[src/rtl/reception_dispatcher.sv]
// rtl/reception_dispatcher.sv - in-order patient request queue dispatching to N_DOC doctors
// with per-doctor consultation countdown timers and early release.
module reception_dispatcher #(
   parameter int N_DOC       = 4,
   parameter int CONSULT_CYC = 10,
   parameter int QDEPTH      = 8,
   parameter int TOKW        = 8,
   localparam int DW         = $clog2(N_DOC)
) (
   input  logic                      clk,
   input  logic                      rst,
   input  logic                      req_valid,
   input  logic                      req_any,
   input  logic [DW-1:0]             req_doc,
   output logic                      req_ready,
   output logic                      ack_valid,
   output logic [TOKW-1:0]           ack_token,
   output logic                      msg_valid,
   output logic [DW-1:0]             msg_doc,
   output logic [TOKW-1:0]           msg_token,
   input  logic [N_DOC-1:0]          doc_release,
   output logic [N_DOC-1:0]          doc_busy,
   output logic [$clog2(QDEPTH):0]   q_count
);

   localparam int QW = $clog2(QDEPTH);
   localparam int TW = $clog2(CONSULT_CYC + 1);
   localparam logic [DW:0] NDOC_W = (DW + 1)'(N_DOC);

   logic            q_any [QDEPTH];
   logic [DW-1:0]   q_doc [QDEPTH];
   logic [TOKW-1:0] q_tok [QDEPTH];
   logic [QW-1:0]   head, tail;
   logic [QW:0]     count;
   logic [TOKW-1:0] token;
   logic [TW-1:0]   timer [N_DOC];

   logic [N_DOC-1:0] free;
   logic             full, push, pop, req_any_n;
   logic             head_any, any_ok;
   logic [DW-1:0]    head_doc, any_sel, sel_doc;

   assign full      = (count == (QW + 1)'(QDEPTH));
   assign req_ready = ~full & ~rst;
   assign push      = req_valid & req_ready;
   // Out-of-range doctor indices fall back to "any doctor".
   assign req_any_n = req_any | ({1'b0, req_doc} >= NDOC_W);
   assign q_count   = count;
   assign doc_busy  = ~free;

   assign head_any = q_any[head];
   assign head_doc = q_doc[head];

   always_comb begin
      any_sel = '0;
      any_ok  = 1'b0;
      for (int i = N_DOC - 1; i >= 0; i--) begin
         free[i] = (timer[i] == '0);
         if (timer[i] == '0) begin
            any_sel = DW'(i);
            any_ok  = 1'b1;
         end
      end
   end

   // Only the head is eligible: head-of-line blocking is deliberate.
   assign pop     = (count != '0) & (head_any ? any_ok : free[head_doc]);
   assign sel_doc = head_any ? any_sel : head_doc;

   always_ff @(posedge clk) begin
      if (rst) begin
         head      <= '0;
         tail      <= '0;
         count     <= '0;
         token     <= '0;
         ack_valid <= 1'b0;
         ack_token <= '0;
         msg_valid <= 1'b0;
         msg_doc   <= '0;
         msg_token <= '0;
         for (int i = 0; i < N_DOC; i++) timer[i] <= '0;
      end else begin
         ack_valid <= push;
         if (push) begin
            q_any[tail] <= req_any_n;
            q_doc[tail] <= req_doc;
            q_tok[tail] <= token;
            tail        <= tail + 1'b1;
            token       <= token + 1'b1;
            ack_token   <= token;
         end

         msg_valid <= pop;
         if (pop) begin
            head      <= head + 1'b1;
            msg_doc   <= sel_doc;
            msg_token <= q_tok[head];
         end

         count <= count + {{QW{1'b0}}, push} - {{QW{1'b0}}, pop};

         // A dispatch only targets a free doctor, so it never collides with a useful release.
         for (int i = 0; i < N_DOC; i++) begin
            if (pop && sel_doc == DW'(i))
               timer[i] <= TW'(CONSULT_CYC);
            else if (doc_release[i])
               timer[i] <= '0;
            else if (timer[i] != '0)
               timer[i] <= timer[i] - 1'b1;
         end
      end
   end

endmodule

[config.mk]
export PLATFORM = sky130hd
export DESIGN_NAME = reception_dispatcher
export DESIGN_NICKNAME = d
export VERILOG_FILES = /design/src/rtl/reception_dispatcher.sv
export SDC_FILE = /design/constraint.sdc
export NUM_CORES = 1
export LEC_CHECK = 0
export ABC_CLOCK_PERIOD_IN_PS = 3900
export CAP_MARGIN = 25
export CORE_MARGIN = 5
export CORE_UTILIZATION = 32
export DETAILED_ROUTE_END_ITERATION = 7
export GPL_TIMING_DRIVEN = 0
export PLACE_DENSITY_LB_ADDON = 0.12
export SYNTH_ARGS = -nofsm -noshare
export SYNTH_HDL_FRONTEND = slang
export SYNTH_SLANG_ARGS = --single-unit
export TNS_END_PERCENT = 100
[constraint.sdc]
create_clock -name clk -period 3.9 [get_ports clk]
set_clock_uncertainty 0.05 [all_clocks]
set_input_delay 0.78 -clock clk [delete_from_list [all_inputs] [get_ports clk]]
set_output_delay 0.78 -clock clk [all_outputs]
set_load 0.02 [all_outputs]
==> flow_results.xml, run 1 <==
<?xml version="1.0" encoding="UTF-8"?>
<metrics>
  <group name="die">
    <metric name="core_area" unit="um^2">18600</metric>
    <metric name="die_boundary_width" unit="um">147</metric>
    <metric name="floorplan.die_area" unit="um^2">21600</metric>
    <metric name="num_rows" unit="">50</metric>
    <metric name="floorplan.initialDensity" unit="%">32.3</metric>
    <metric name="ios" unit="">39</metric>
    <metric name="floorplan.die.height" unit="um">147</metric>
  </group>
  <group name="critical_path">
    <metric name="critical_path.slowest_cell" unit="">nor3b_1</metric>
    <metric name="critical_path.startpoint_type" unit="">register</metric>
    <metric name="critical_path.reg2reg.endpoint" unit="">q_count[2]</metric>
    <metric name="critPathBufInv" unit="">3</metric>
    <metric name="crit_path_max_incr_delay" unit="ps">600</metric>
    <metric name="timing.critical_path.fanout_max" unit="">10</metric>
    <metric name="ff2ff_setup_slack" unit="ps">390</metric>
    <metric name="cp.arrival" unit="ps">3750</metric>
    <metric name="worst-setup-path-type" unit="">reg -&gt; reg</metric>
    <metric name="crit-reg2reg-launch" unit="">timer[2][0]</metric>
    <metric name="critPathRequiredTime" unit="ps">4150</metric>
    <metric name="reg2regPathDepth" unit="">13</metric>
    <metric name="cpLargestDelayFamily" unit="">simple AND/OR/NAND/NOR gates</metric>
    <metric name="endpoint_kind" unit="">register</metric>
    <metric name="crit_path_cell_trace" unit="">inv_1 -&gt; ha_1 -&gt; nor3b_1 -&gt; mux2i_1 -&gt; o221a_4 -&gt; nor2_1 -&gt; buf_2 -&gt; xnor2_1 -&gt; ha_1 -&gt; inv_1 -&gt; fa_1 -&gt; xor2_1 -&gt; nor2_1</metric>
  </group>
  <group name="cells_and_area">
    <metric name="design.final.nets" unit="">503</metric>
    <metric name="area_growth" unit="%">22.7</metric>
    <metric name="layout-drive-gt1-share" unit="%">15.9</metric>
    <metric name="diodes" unit="">0</metric>
  </group>
  <group name="yosys">
    <metric name="syn-instance-count" unit="">415</metric>
    <metric name="synth_compound_area_share" unit="%">6.24</metric>
    <metric name="edff_count_synth" unit="">104</metric>
    <metric name="avg_inst_size_synth" unit="um^2">14.4</metric>
    <metric name="synthesis.yosys.warnings" unit="">0</metric>
    <metric name="post_synth_xor_area_fraction" unit="%">2.92</metric>
    <metric name="synth-seq-area-share" unit="%">65.8</metric>
    <metric name="synth_top_family_by_area" unit="">multiplexers</metric>
    <metric name="synth.distinct_cells" unit="">48</metric>
    <metric name="muxShareOfSynthArea" unit="%">11.0</metric>
    <metric name="postSynthNetCount" unit="">439</metric>
    <metric name="synth_flop_cell" unit="">edfxtp_1</metric>
    <metric name="synth-seq-cells" unit="">145</metric>
    <metric name="synthArstFlopShare" unit="%">0</metric>
    <metric name="synth_area" unit="um^2">6000</metric>
    <metric name="post_synth_fa_ha_maj_area_fraction" unit="%">3.05</metric>
    <metric name="post_synth_and_or_nand_nor_area_fraction" unit="%">8.62</metric>
  </group>
  <group name="grt">
    <metric name="grt_max_degree" unit="">17</metric>
    <metric name="number_of_global_route_vias_before_repair" unit="">3652</metric>
    <metric name="grt_remaining_overflow" unit="">0</metric>
    <metric name="grt_pass1_wl" unit="um">21400</metric>
    <metric name="initial_antenna_violation_count" unit="">0</metric>
    <metric name="track_usage" unit="%">13.2</metric>
  </group>
  <group name="sta">
    <metric name="rsz0062_at_grt" unit="">false</metric>
    <metric name="timing_max_transition_violations_final" unit="">0</metric>
    <metric name="worst_slack" unit="ps">394</metric>
    <metric name="tightest_slew" unit="ps">912</metric>
    <metric name="timing.final.crit_share" unit="%">89.9</metric>
    <metric name="worst_slew_margin_rel" unit="%">38.7</metric>
    <metric name="final_setup_violation_count" unit="">0</metric>
    <metric name="finalHoldViolations" unit="">0</metric>
    <metric name="finalWorstPathRequiredPeriod" unit="ps">3510</metric>
    <metric name="timing.fmax" unit="MHz">285</metric>
  </group>
  <group name="place">
    <metric name="detailedPlace.worstSlack" unit="ps">395</metric>
    <metric name="dp_hpwl" unit="um">9480</metric>
    <metric name="gpl.final_weighted_congestion" unit="">0.728</metric>
    <metric name="number_of_input_and_output_port_buffers_inserted" unit="">37</metric>
  </group>
  <group name="status">
    <metric name="status" unit="">finished, final reports clean</metric>
  </group>
  <group name="clock_tree">
    <metric name="post_cts_setup_buffers" unit="">0</metric>
    <metric name="clkSlewWorstSetupHoldPaths" unit="ps">60</metric>
    <metric name="clock-sinks" unit="">145</metric>
    <metric name="ctsRootBufferMaster" unit="">clkbuf_16</metric>
    <metric name="clock_tree_from_tritoncts" unit="">done</metric>
    <metric name="cts_htree_levels" unit="">4</metric>
    <metric name="numCtsBuffers" unit="">17</metric>
    <metric name="clockBufferDepth" unit="">2</metric>
    <metric name="postCtsHoldBufs" unit="">0</metric>
    <metric name="insertion_delay" unit="ps">420</metric>
    <metric name="post_cts_resize_count" unit="">0</metric>
  </group>
  <group name="route">
    <metric name="drtPass1Iterations" unit="">4</metric>
    <metric name="route.vias.total" unit="">3552</metric>
    <metric name="avgViaCountPerCell" unit="">4.89</metric>
    <metric name="detail_route.drc_violations" unit="">0</metric>
    <metric name="initialDrtViolationCount" unit="">186</metric>
    <metric name="routedWlPerCell" unit="um">18.6</metric>
    <metric name="finalWirelength" unit="um">13500</metric>
    <metric name="antenna_violating_nets_post_route" unit="">0</metric>
  </group>
  <group name="pwr">
    <metric name="total_leakage_power" unit="nW">2.47</metric>
    <metric name="design_power_total" unit="mW">5.46</metric>
    <metric name="power.density" unit="nW/um^2">741</metric>
    <metric name="vdd_drop_max" unit="V">0.000404</metric>
  </group>
  <group name="hold_path">
    <metric name="worst_hold_path.endpoint" unit="">ack_token[4]</metric>
    <metric name="hold_path_startpoint" unit="">ack_token[4]</metric>
    <metric name="hp-class" unit="">reg -&gt; reg</metric>
    <metric name="timing.hold.worst_path_depth" unit="">2</metric>
  </group>
  <group name="flow_run">
    <metric name="timing.max_cap.violations" unit="">0</metric>
  </group>
</metrics>
==> cell usage after synthesis (all sizes together), types with 3 or more instances <==
library cell,count,area [um^2]
buf,6,36.3
nand2,30,115
o211ai,3,22.5
o32ai,6,52.6
o21ai,15,75.1
dfxtp,41,821
clkbuf,12,46.3
nor3b,6,45.0
edfxtp,104,3120
nor3,10,50.1
a211oi,8,60.1
ha,13,163
xor2,7,61.3
nand2b,9,56.3
nand3,5,25.0
inv,17,63.8
xnor2,13,114
mux4,21,480
mux2i,15,150
nor2,28,105
or3,3,18.8
a21oi,20,100
==> registers in the layout (all words and copies together) (netlist names), named ones only <==
signal	cells
q_tok	64
msg_doc	2
q_doc	16
msg_token	8
q_count	4
tail	3
timer	16
head	3
token	8
ack_valid	1
ack_token	8
q_any	8
msg_valid	1
==> per-layer routing <==
metal | vias to the layer above | global-route usage (%) | part of all wire [%]
li1 | 1689 | - | -
met1 | 1802 | 16.3 | 44
met2 | 50 | 22.6 | 53
met3 | 11 | 3.45 | 2.8
met4 | 0 | 4.09 | 0.95
met5 | - | 0 | 0
==> placed cells by master, fill, tap and decap left out, drive strengths merged, types with 2 or more instances in the layout <==
| cell | netlist | final |
|---|---|---|
| edfxtp | 104 | 104 |
| dfxtp | 41 | 41 |
| clkdlybuf4s50 | 0 | 37 |
| nand2 | 30 | 30 |
| clkbuf | 12 | 29 |
| nor2 | 28 | 28 |
| inv | 17 | 23 |
| mux4 | 21 | 21 |
| a21oi | 20 | 20 |
| mux2i | 15 | 15 |
| o21ai | 15 | 15 |
| buf | 6 | 14 |
| xnor2 | 13 | 13 |
| ha | 13 | 13 |
| nor3 | 10 | 10 |
| nand2b | 9 | 9 |
| a211oi | 8 | 8 |
| xor2 | 7 | 7 |
| o32ai | 6 | 6 |
| nor3b | 6 | 6 |
| nand3 | 5 | 5 |
| clkinvlp | 0 | 4 |
| o211ai | 3 | 3 |
| or3 | 3 | 3 |
| clkinv | 0 | 3 |
| nand4b | 2 | 2 |
| o22ai | 2 | 2 |
| nand4 | 2 | 2 |
| bufinv | 0 | 2 |
| mux2 | 2 | 2 |
| or2 | 2 | 2 |
| nor4 | 2 | 2 |
==> layout make-up <==
class                   count  area, um^2
clock buffers              17         425
plain buffers              18        82.6
flip-flops and latches    145        3940
fillers                  1756       11200
well taps                 234         293
clock inverters            15         155
multi-input cells         235        1940
repair buffers             45         453
inverters                  17        63.8
==> kinds of logic (layout without fill, tap and decap cells) <==
logic type	Yosys count	after routing
simple gates	105	105
buf+inv	35	112
flops	145	145
mux	38	38
compound gates	58	58
fa+ha+maj	14	14
xor+xnor	20	20
==> worst max path at each step <==
stage / from / to / slack (ps) / cells past startpoint
after CTS: timer[2][0] / q_count[2] / 380 / 13
final: timer[2][0] / q_count[2] / 390 / 13
after global routing: timer[2][0] / q_count[2] / 150 / 13
after floorplan: rst / q_any[1] / 540 / 4
after detailed placement: timer[2][0] / q_count[2] / 400 / 13
after global placement: req_valid / q_doc[1][1] / -720 / 3
==> metrics by stage <==
step | setup TNS, ps | instance area (um^2) | hold WS, ps | util [%] | instances
2_1_floorplan | 0 | 6000 | 475 | - | 415
3_3_place_gp | -26540 | 6660 | 406 | 35.8 | 686
3_5_place_dp | 0 | 6780 | 406 | 36.5 | 694
4_1_cts | 0 | 7360 | 415 | 39.6 | 726
5_1_grt | 0 | 7360 | 440 | 39.6 | 726
6_report | 0 | 7360 | 415 | 39.6 | 726
==> worst min-delay path: stages, from the launching register on <==
cell and delay [ps]:
dfxtp_1 310, nand2_1 50, a21oi_1 50
==> power breakdown <==
part | internal, mW | switching [mW]
sequential | 1.86 | 0.132
combinational | 0.802 | 1.06
clock | 0.947 | 0.655
Power figures use the tool's default switching activity.
==> run 2, diff against run 1 <==
Settings changed: PLACE_DENSITY from default to 0.49, PLACE_DENSITY_LB_ADDON 0.12 to default.
==> flow_results.xml, run 2 (synthesized netlist as in run 1, its figures left out) <==
<?xml version="1.0" encoding="UTF-8"?>
<metrics>
  <group name="status">
    <metric name="status" unit="">finished, final reports clean</metric>
  </group>
  <group name="critical_path">
    <metric name="timing.critical_path.fanout_max" unit="">10</metric>
    <metric name="endpoint_kind" unit="">register</metric>
    <metric name="crit_path_max_incr_delay" unit="ps">550</metric>
    <metric name="worst-setup-path-type" unit="">reg -&gt; reg</metric>
    <metric name="critical_path.startpoint_type" unit="">register</metric>
    <metric name="cp.arrival" unit="ps">3680</metric>
    <metric name="crit_path_cell_trace" unit="">inv_1 -&gt; ha_1 -&gt; nor3b_1 -&gt; mux2i_1 -&gt; o221a_4 -&gt; nor2_1 -&gt; buf_2 -&gt; xnor2_1 -&gt; ha_1 -&gt; inv_1 -&gt; fa_1 -&gt; xor2_1 -&gt; nor2_1</metric>
    <metric name="critical_path.slowest_cell" unit="">nor3b_1</metric>
    <metric name="critPathRequiredTime" unit="ps">4150</metric>
  </group>
  <group name="place">
    <metric name="number_of_input_and_output_port_buffers_inserted" unit="">37</metric>
    <metric name="gpl.final_weighted_congestion" unit="">0.744</metric>
    <metric name="place.detailed.instances" unit="">696</metric>
    <metric name="dp_hpwl" unit="um">9310</metric>
  </group>
  <group name="sta">
    <metric name="tightest_slew" unit="ps">803</metric>
    <metric name="finalWorstPathRequiredPeriod" unit="ps">3430</metric>
    <metric name="finalHoldViolations" unit="">0</metric>
    <metric name="timing.final.crit_share" unit="%">87.9</metric>
    <metric name="timing.fmax" unit="MHz">292</metric>
    <metric name="finalSetupTns" unit="ps">0</metric>
    <metric name="timing_max_transition_violations_final" unit="">0</metric>
    <metric name="final_setup_violation_count" unit="">0</metric>
    <metric name="rsz0062_at_grt" unit="">false</metric>
    <metric name="worst_slew_margin_rel" unit="%">45.9</metric>
  </group>
  <group name="die">
    <metric name="ios" unit="">39</metric>
    <metric name="floorplan.die.height" unit="um">147</metric>
    <metric name="die_boundary_width" unit="um">147</metric>
    <metric name="floorplan.initialDensity" unit="%">32.3</metric>
    <metric name="core_area" unit="um^2">18600</metric>
    <metric name="num_rows" unit="">50</metric>
    <metric name="floorplan.die_area" unit="um^2">21600</metric>
  </group>
  <group name="grt">
    <metric name="initial_antenna_violation_count" unit="">0</metric>
    <metric name="track_usage" unit="%">12.7</metric>
    <metric name="grt_remaining_overflow" unit="">0</metric>
    <metric name="grt_pass1_wl" unit="um">20800</metric>
    <metric name="grt_max_degree" unit="">17</metric>
    <metric name="number_of_global_route_vias_before_repair" unit="">3636</metric>
  </group>
  <group name="route">
    <metric name="route.vias.total" unit="">3566</metric>
    <metric name="finalWirelength" unit="um">13000</metric>
    <metric name="initialDrtViolationCount" unit="">132</metric>
    <metric name="antenna_violating_nets_post_route" unit="">0</metric>
    <metric name="drtPass1Iterations" unit="">4</metric>
    <metric name="avgViaCountPerCell" unit="">4.90</metric>
    <metric name="routedWlPerCell" unit="um">17.8</metric>
    <metric name="detail_route.drc_violations" unit="">0</metric>
  </group>
  <group name="cells_and_area">
    <metric name="largest_register_ff_count" unit="">64</metric>
    <metric name="layout.cells.most_common" unit="">edfxtp_1</metric>
    <metric name="reg.largest.list" unit="">q_tok (64), q_doc (16), timer (16)</metric>
    <metric name="fill_cells" unit="">1725</metric>
    <metric name="layout.cells.non_filler" unit="">728</metric>
    <metric name="diodes" unit="">0</metric>
    <metric name="layout-drive-gt1-share" unit="%">16.2</metric>
    <metric name="design.final.nets" unit="">505</metric>
    <metric name="regMostFlops" unit="">q_tok</metric>
    <metric name="layout_common_cells" unit="">edfxtp_1 (104), dfxtp_1 (41), clkdlybuf4s50_1 (37)</metric>
    <metric name="area_growth" unit="%">23.7</metric>
  </group>
  <group name="flow_run">
    <metric name="timing.max_cap.violations" unit="">0</metric>
  </group>
  <group name="clock_tree">
    <metric name="cts_htree_levels" unit="">4</metric>
    <metric name="clockBufferDepth" unit="">2</metric>
    <metric name="clock_tree_from_tritoncts" unit="">done</metric>
    <metric name="insertion_delay" unit="ps">420</metric>
    <metric name="postCtsHoldBufs" unit="">0</metric>
    <metric name="post_cts_resize_count" unit="">0</metric>
    <metric name="clock-sinks" unit="">145</metric>
    <metric name="numCtsBuffers" unit="">17</metric>
    <metric name="post_cts_setup_buffers" unit="">0</metric>
    <metric name="clkSlewWorstSetupHoldPaths" unit="ps">60</metric>
    <metric name="ctsRootBufferMaster" unit="">clkbuf_16</metric>
  </group>
  <group name="hold_path">
    <metric name="hp-class" unit="">reg -&gt; reg</metric>
  </group>
  <group name="pwr">
    <metric name="vdd_drop_max" unit="V">0.000324</metric>
    <metric name="total_leakage_power" unit="nW">2.51</metric>
    <metric name="power.density" unit="nW/um^2">748</metric>
  </group>
</metrics>
-- run 2: per-layer routing --
metal,wire [um],track usage (%)
met1,5480,15.4
met2,6710,21.5
met3,500,3.49
met4,270,4.84
met5,0,0
-- run 2: area by class of cell --
type	count	area (um^2)	share of cell area (%)
inverter	17	63.8	0.861
multi-input combinational	235	1940	26.2
sequential	145	3940	53.2
tap	234	293	3.95
clock buffer	18	429	5.79
clock inverter	14	188	2.53
buffer	18	82.6	1.11
timing repair buffer	47	472	6.36
-- run 2: final timing paths --
| kind | startpoint | endpoint | slack, ps | depth (start not counted) |
|---|---|---|---|---|
| max reg2reg | timer[2][0] | q_count[2] | 470 | 13 |
| min | ack_token[4] | ack_token[4] | 410 | 2 |
| min reg2reg | ack_token[4] | ack_token[4] | 410 | 2 |
| max | timer[2][0] | q_count[2] | 470 | 13 |
-- run 2: report_power, final --
part | internal [mW] | total [mW] | switching [mW] | leakage, nW
combinational | 0.805 | 1.86 | 1.05 | 0.870
clock | 1.07 | 1.70 | 0.629 | 0.294
sequential | 1.86 | 1.99 | 0.127 | 1.34
total | 3.74 | 5.54 | 1.81 | 2.51
-- run 2: worst max-delay path, delay by kind of cell (launching register included) --
family,cells,cell delay (ps)
buffers and inverters,3,410
XOR/XNOR,2,290
AND/OR/NAND/NOR,3,720
AO/OA/AOI/OAI,1,380
flip-flops,1,420
adder cells (fa/ha/maj),3,740
multiplexers,1,290
-- run 2: through the flow --
stage          instance area [um^2]  hold slack, ps  util (%)  worst slack (ps)  power [mW]
2_1_floorplan                  6000             475         -               537        3.29
3_3_place_gp                   6660             404      35.8              -788        3.85
3_5_place_dp                   6800             407      36.6               455        3.90
4_1_cts                        7410             416      39.9               440        5.60
5_1_grt                        7410             442      39.9               191        5.88
6_report                       7410             411      39.9               472        5.54
